## config.mk

```make
export PLATFORM = sky130hd
export DESIGN_NAME = ms_timer
export DESIGN_NICKNAME = d
export VERILOG_FILES = /design/src/rtl/ms_timer.sv
export SDC_FILE = /design/constraint.sdc
export NUM_CORES = 1
export LEC_CHECK = 0
export ABC_AREA = 1
export BUFFER_PORTS_ARGS = -buffer_cell sky130_fd_sc_hd__buf_4
export CAP_MARGIN = 0
export CORE_MARGIN = 2
export CORE_UTILIZATION = 59
export DETAILED_ROUTE_END_ITERATION = 12
export PLACE_DENSITY = 0.84
export SETUP_SLACK_MARGIN = 0.5
export SYNTH_ARGS = -nofsm -noshare
export SYNTH_HDL_FRONTEND = slang
export SYNTH_SLANG_ARGS = --single-unit
```

## constraint.sdc

```tcl
create_clock -name clk -period 2.1 [get_ports clk]
set_clock_uncertainty 0.1 [all_clocks]
set_input_delay 0.525 -clock clk [delete_from_list [all_inputs] [get_ports clk]]
set_output_delay 0.525 -clock clk [all_outputs]
set_load 0.1 [all_outputs]
```

## src/rtl/ms_timer.sv

```systemverilog
// ms_timer -- millisecond countdown timer fed by the CPU register file.
//
// A rising edge on start arms the timer with time_ms milliseconds; start
// held low aborts a run and clears the done flag and any pending interrupt.
// done/busy/interrupt are registered and decoded from the next state, so
// done rises exactly time_ms*CYCLES_PER_MS edges after the edge that sees
// the start rise.
//
// Compile-time option: define MS_TIMER_AUTO_RELOAD_EN to add the
// auto_reload input (periodic mode). Without it the timer is one-shot.
module ms_timer #(
   parameter int CLK_FREQ_HZ = 27000000
) (
   input  logic        clk,
   input  logic        rst,
   input  logic [15:0] time_ms,
   input  logic        start,
   input  logic        interrupt_enable,
   input  logic        interrupt_ack,
`ifdef MS_TIMER_AUTO_RELOAD_EN
   input  logic        auto_reload,
`endif
   output logic        done,
   output logic        busy,
   output logic        interrupt
);

   // Prescaler terminal count. CLK_FREQ_HZ is expected to be >= 1000; the
   // clamp keeps the counter well formed if a smaller value slips through.
   localparam int CYCLES_RAW    = CLK_FREQ_HZ / 1000;
   localparam int CYCLES_PER_MS = (CYCLES_RAW < 1) ? 1 : CYCLES_RAW;
   localparam int PRE_W         = (CYCLES_PER_MS > 1) ? $clog2(CYCLES_PER_MS) : 1;

   localparam logic [PRE_W-1:0] PRE_ZERO = PRE_W'(0);
   localparam logic [PRE_W-1:0] PRE_ONE  = PRE_W'(1);
   localparam logic [PRE_W-1:0] PRE_LAST = PRE_W'(CYCLES_PER_MS - 1);

   // FSM encoding; 2'b11 is unused and recovers to IDLE.
   localparam logic [1:0] ST_IDLE    = 2'd0;
   localparam logic [1:0] ST_RUNNING = 2'd1;
   localparam logic [1:0] ST_DONE    = 2'd2;

   // Registered state
   logic [1:0]       state;
   logic             start_q;
   logic [PRE_W-1:0] prescaler;
   logic [15:0]      ms_left;

   // Next-state values
   logic [1:0]       state_nxt;
   logic [PRE_W-1:0] prescaler_nxt;
   logic [15:0]      ms_left_nxt;
   logic             irq_set;
   logic             done_nxt;
   logic             busy_nxt;
   logic             interrupt_nxt;

   // Decoded helpers
   logic             start_rise;
   logic             pre_wrap;
   logic             last_ms;

`ifdef MS_TIMER_AUTO_RELOAD_EN
   // Periodic mode: duration captured at the start rise, and a done flag
   // that survives reloads until start drops.
   logic [15:0]      reload_val;
   logic [15:0]      reload_val_nxt;
   logic             done_sticky;
   logic             done_sticky_nxt;
`endif

   // Edge detect and terminal-count decode, shared by the FSM below.
   always_comb begin
      start_rise = start & ~start_q;
      pre_wrap   = (prescaler == PRE_LAST);
      last_ms    = (ms_left == 16'd1);
   end

   // Next-state, prescaler and millisecond counter logic.
   always_comb begin
      state_nxt     = state;
      prescaler_nxt = prescaler;
      ms_left_nxt   = ms_left;
      irq_set       = 1'b0;
`ifdef MS_TIMER_AUTO_RELOAD_EN
      reload_val_nxt  = reload_val;
      done_sticky_nxt = done_sticky;
`endif

      if (!start) begin
         // Start low wins from any state: abort a run or clear done.
         state_nxt     = ST_IDLE;
         prescaler_nxt = PRE_ZERO;
`ifdef MS_TIMER_AUTO_RELOAD_EN
         done_sticky_nxt = 1'b0;
`endif
      end else begin
         case (state)
            ST_IDLE: begin
               if (start_rise) begin
`ifdef MS_TIMER_AUTO_RELOAD_EN
                  reload_val_nxt = time_ms;
`endif
                  if (time_ms == 16'd0) begin
                     // Zero duration expires immediately; nothing to count.
                     state_nxt = ST_DONE;
                     irq_set   = interrupt_enable;
                  end else begin
                     state_nxt     = ST_RUNNING;
                     ms_left_nxt   = time_ms;
                     prescaler_nxt = PRE_ZERO;
                  end
               end else begin
                  state_nxt = ST_IDLE;
               end
            end

            ST_RUNNING: begin
               if (pre_wrap) begin
                  prescaler_nxt = PRE_ZERO;
                  if (last_ms) begin
                     // Expiry. interrupt_enable is only looked at here.
                     irq_set = interrupt_enable;
`ifdef MS_TIMER_AUTO_RELOAD_EN
                     if (auto_reload) begin
                        // reload_val is never 0 here: a zero request goes
                        // straight from IDLE to DONE.
                        state_nxt       = ST_RUNNING;
                        ms_left_nxt     = reload_val;
                        done_sticky_nxt = 1'b1;
                     end else begin
                        state_nxt   = ST_DONE;
                        ms_left_nxt = 16'd0;
                     end
`else
                     state_nxt   = ST_DONE;
                     ms_left_nxt = 16'd0;
`endif
                  end else begin
                     // ms_left >= 2 here, so no underflow is possible.
                     ms_left_nxt = ms_left - 16'd1;
                  end
               end else begin
                  prescaler_nxt = prescaler + PRE_ONE;
               end
            end

            ST_DONE: begin
               // Hold until start drops; a fresh rise is needed to re-arm.
               state_nxt = ST_DONE;
            end

            default: begin
               // Unreachable encoding: return to a clean idle.
               state_nxt     = ST_IDLE;
               prescaler_nxt = PRE_ZERO;
               ms_left_nxt   = 16'd0;
            end
         endcase
      end
   end

   // Output decode from the next state so flags line up with the transition.
   always_comb begin
      busy_nxt = (state_nxt == ST_RUNNING);
`ifdef MS_TIMER_AUTO_RELOAD_EN
      done_nxt = (state_nxt == ST_DONE) | done_sticky_nxt;
`else
      done_nxt = (state_nxt == ST_DONE);
`endif
      if (irq_set) begin
         // A set in the same cycle as an ack takes priority.
         interrupt_nxt = 1'b1;
      end else if (interrupt_ack || !start) begin
         interrupt_nxt = 1'b0;
      end else begin
         interrupt_nxt = interrupt;
      end
   end

   // State, counters and registered outputs with synchronous reset.
   always_ff @(posedge clk) begin
      if (rst) begin
         state     <= ST_IDLE;
         start_q   <= 1'b0;
         prescaler <= PRE_ZERO;
         ms_left   <= 16'd0;
         done      <= 1'b0;
         busy      <= 1'b0;
         interrupt <= 1'b0;
      end else begin
         state     <= state_nxt;
         start_q   <= start;
         prescaler <= prescaler_nxt;
         ms_left   <= ms_left_nxt;
         done      <= done_nxt;
         busy      <= busy_nxt;
         interrupt <= interrupt_nxt;
      end
   end

`ifdef MS_TIMER_AUTO_RELOAD_EN
   // Periodic-mode reload value and sticky done flag.
   always_ff @(posedge clk) begin
      if (rst) begin
         reload_val  <= 16'd0;
         done_sticky <= 1'b0;
      end else begin
         reload_val  <= reload_val_nxt;
         done_sticky <= done_sticky_nxt;
      end
   end
`endif

endmodule
```

==> reports/results.ini <==
[drt]
dr.pass1.iters=5
vias=3037
detail-route-antenna-nets=0
detailedRoute.firstIterationViolations=381
viasPerCell=5.87
drc=0
routed_wire_length_um=8090
dr_wl_cell_um=15.6

[yosys]
post_synth.cell_area_avg_um2=5.82
post-synth-top-area-cell=sky130_fd_sc_hd__dfxtp_1
synth_mux_area_share_pct=0
post_synth_inst_count=423
synth_xor_area_share_pct=2.14
edff_count_synth=0
synth_most_common_cell=sky130_fd_sc_hd__nand2_1
synthesis_stage_register_bit_count=37
syn_nets=447
synth_adder_area_share_pct=1.53
yosys.area.top_type_share_pct=30.1
synth_common_cells=sky130_fd_sc_hd__nand2_1 (134), sky130_fd_sc_hd__nor2_1 (91), sky130_fd_sc_hd__inv_1 (45)
async_reset_ff_share_pct=0
synth.lib_cells_used.distinct=34
synth-simple-area-share_pct=48.5
syn-cell-area_um2=2460
synth_top_family_by_area=simple AND/OR/NAND/NOR gates
synth_top_flop_cell=sky130_fd_sc_hd__dfxtp_1
synth.top_cells.by_area=sky130_fd_sc_hd__dfxtp_1 (30%), sky130_fd_sc_hd__nand2_1 (20%), sky130_fd_sc_hd__nor2_1 (14%), sky130_fd_sc_hd__nand3_1 (7.9%), sky130_fd_sc_hd__inv_1 (6.9%)
yosysWarnings=0
synth_seq_area_share_pct=30.1
synth_compound_area_share_pct=8.49

[critical_path]
timing.critical_path.required_ps=2240
crit_chain=ha_4 > nand2_4 > nor2_4 > nand2_2 > o21ai_4 > buf_6 > nand3_4 > nand2_1 > nand2_1 > nor2_1
critical-path-top-cell-by-count=sky130_fd_sc_hd__nand2_1
critical_path.endpoint_type=register
worst-path-max-fanout=6
timing.critical_path.arrival_ps=1890
ff2ff_setup_slack_ps=350
crit_start=prescaler[0]$_SDFFE_PP0P_
worst-r2r-cell-count=10
worstReg2RegEnd=ms_left[7]$_SDFFE_PP0P_
worst_setup_path_type=reg2reg
worst_setup_path_start_kind=register
critical_path.max_stage_delay_ps=380
critical_path.slowest_cell=sky130_fd_sc_hd__dfxtp_4
reg2reg_from=prescaler[0]$_SDFFE_PP0P_

[place]
dp.final_hpwl_um=4620
finalWeightedCongestion=0.904
port_buffer_cells=23

[flow_run]
max_cap_viol_count=0

[global_routing]
overflow=0
grt_pass1_vias=2729
grt_max_degree=17
grt_pass1_wl_um=12100
grt_util_all_layers_pct=35.0
antenna_found_initial=0

[outcome]
outcome=completed

[cts]
number_of_buffers_created_by_cts=5
max-clock-path-buffers=2
cts_hold_repair.buffers=0
path_clk_slew_ps=80
clk_root_buffer_cell=sky130_fd_sc_hd__clkbuf_8
worst_skew_pair.late_latency_ps=300
cts_htree_levels=2
tritoncts_clock_tree=built
clock_sinks=37

[die]
ioPinCount=24
fp.dieW_um=68.6
initial_utilization_pct=61.5
floorplan.die.height_um=68.6
num_rows=23
die_area_um2=4700
fp.coreArea_um2=4000

[worst_hold_path]
holdPathStages=2
hp-class=in2reg
hold_start=rst
worstHoldEndpoint=done$_SDFF_PP0_

[timing]
timing.final.hold_violations=0
setup_total_negative_slack_ps=0
finalMaxSlewViolations=0
rsz0062_at_grt=true
finish_stage_setup_viols=0
max_clock_freq_mhz=571
worst-slew-pin-transition_ps=551
slew_headroom_pct=63.2
final.period_utilization_pct=83.4
period_needed_ps=1750

[pwr]
sequential_power_share_pct=38.0
irDropWorstVdd_mv=0.555
p_int_mw=1.33
power_per_cell_area_nw_per_um2=631
switch_pwr_mw=0.705
power_leakage_nw=1.45
power_switching_share_pct=34.7
clock_power_share_pct=32.7
p_comb_share_pct=29.3

[finish]
final_core_utilization_pct=80.5
drive_gt1_share_pct=24.6
net_total_in_the_final_layout=490
num_antenna_cells=0
area_delta_synth_final_pct=30.9

==> state kept, by name, indices dropped and copies added (netlist names) <==
| name | count |
|---|---|
| busy | 1 |
| interrupt | 1 |
| state | 2 |
| prescaler | 15 |
| done | 1 |
| ms_left | 16 |
| start_q | 1 |
==> power groups by stage <==
stage / Sequential (mW) / Combinational (mW) / Clock [mW]
final: 0.771 / 0.596 / 0.664
after global routing: 0.774 / 0.654 / 0.695
after floorplan: 0.783 / 0.347 / 0
after global placement: 0.779 / 0.455 / 0
after detailed placement: 0.779 / 0.467 / 0
after CTS: 0.765 / 0.535 / 0.666
==> routing by layer <==
| layer | share of wire (%) | GRT usage (%) | up-vias |
|---|---|---|---|
| met3 | 9.3 | 7.31 | 47 |
| li1 | - | - | 1422 |
| met1 | 36 | 38.8 | 1389 |
| met2 | 50 | 60.7 | 179 |
| met4 | 5.5 | 21.5 | 0 |
| met5 | 0 | 0 | - |
==> critical path, delay by kind of cell, from the launching register on <==
family | cells | cell delay (ps)
and+or+nand+nor | 7 | 640
buffers and inverters | 1 | 170
DFF | 1 | 380
AOI/OAI and AO/OA | 1 | 220
adders and majority gates | 1 | 170
==> worst max-delay path by stage <==
stage	slack, ps	to
after floorplan	470	ms_left[6]$_SDFFE_PP0P_
after global routing	260	ms_left[7]$_SDFFE_PP0P_
after detailed placement	100	ms_left[10]$_SDFFE_PP0P_
after global placement	140	ms_left[0]$_SDFFE_PP0P_
after CTS	460	ms_left[7]$_SDFFE_PP0P_
final	350	ms_left[7]$_SDFFE_PP0P_
==> per-stage QoR <==
step	cells	area, um2	setup WS (ps)	power [mW]	hold slack [ps]
finish	517	3220	349	2.03	299
global route	517	3220	257	2.12	313
CTS	514	3100	459	1.97	304
detailed placement	492	2730	99.7	1.25	375
global placement	492	2730	142	1.23	366
floorplan	423	2520	470	1.13	352
==> cell type report <==
type	count	area, um2
multi-input cells	335	1780
inverters	48	190
clock buffers	6	82.6
clock inverters	2	37.5
well taps	50	62.6
fillers	271	779
repair buffers	39	312
flip-flops and latches	37	754
==> kinds of logic (layout without fill, tap and decap cells) <==
| family | after synthesis | in the layout |
|---|---|---|
| fa+ha+maj | 3 | 3 |
| simple gates | 284 | 289 |
| flops | 37 | 37 |
| buf+inv | 56 | 95 |
| xor+xnor | 6 | 6 |
| compound gates | 37 | 37 |
==> what timing repair did <==
item | 4_1_cts | 5_1_grt
pin swaps | 14 | 11
cloned | 5 | 0
resized for setup | 37 | 32
setup endpoints to repair | 29 | 35
buffers inserted | 9 | 3
==> placed cells by master (no fill, tap or decap), types with 2 or more instances in the layout <==
cell / instances
sky130_fd_sc_hd__nand2_1: 120
sky130_fd_sc_hd__nor2_1: 75
sky130_fd_sc_hd__inv_1: 40
sky130_fd_sc_hd__nand3_1: 36
sky130_fd_sc_hd__buf_4: 34
sky130_fd_sc_hd__dfxtp_1: 30
sky130_fd_sc_hd__a21oi_1: 15
sky130_fd_sc_hd__nor2_2: 13
sky130_fd_sc_hd__o21ai_0: 13
sky130_fd_sc_hd__nand2_2: 10
sky130_fd_sc_hd__nand3_4: 7
sky130_fd_sc_hd__nor2_4: 6
sky130_fd_sc_hd__xor2_1: 6
sky130_fd_sc_hd__clkbuf_8: 6
sky130_fd_sc_hd__inv_2: 5
sky130_fd_sc_hd__nand2_4: 5
sky130_fd_sc_hd__buf_6: 5
sky130_fd_sc_hd__dfxtp_2: 5
sky130_fd_sc_hd__nor3_2: 4
sky130_fd_sc_hd__nor3_1: 3
sky130_fd_sc_hd__ha_4: 3
sky130_fd_sc_hd__inv_4: 2
sky130_fd_sc_hd__nand3_2: 2
sky130_fd_sc_hd__a31oi_1: 2
sky130_fd_sc_hd__nand3b_1: 2
sky130_fd_sc_hd__nand4_1: 2
sky130_fd_sc_hd__o21ai_1: 2
sky130_fd_sc_hd__dfxtp_4: 2
Power figures use the tool's default switching activity.
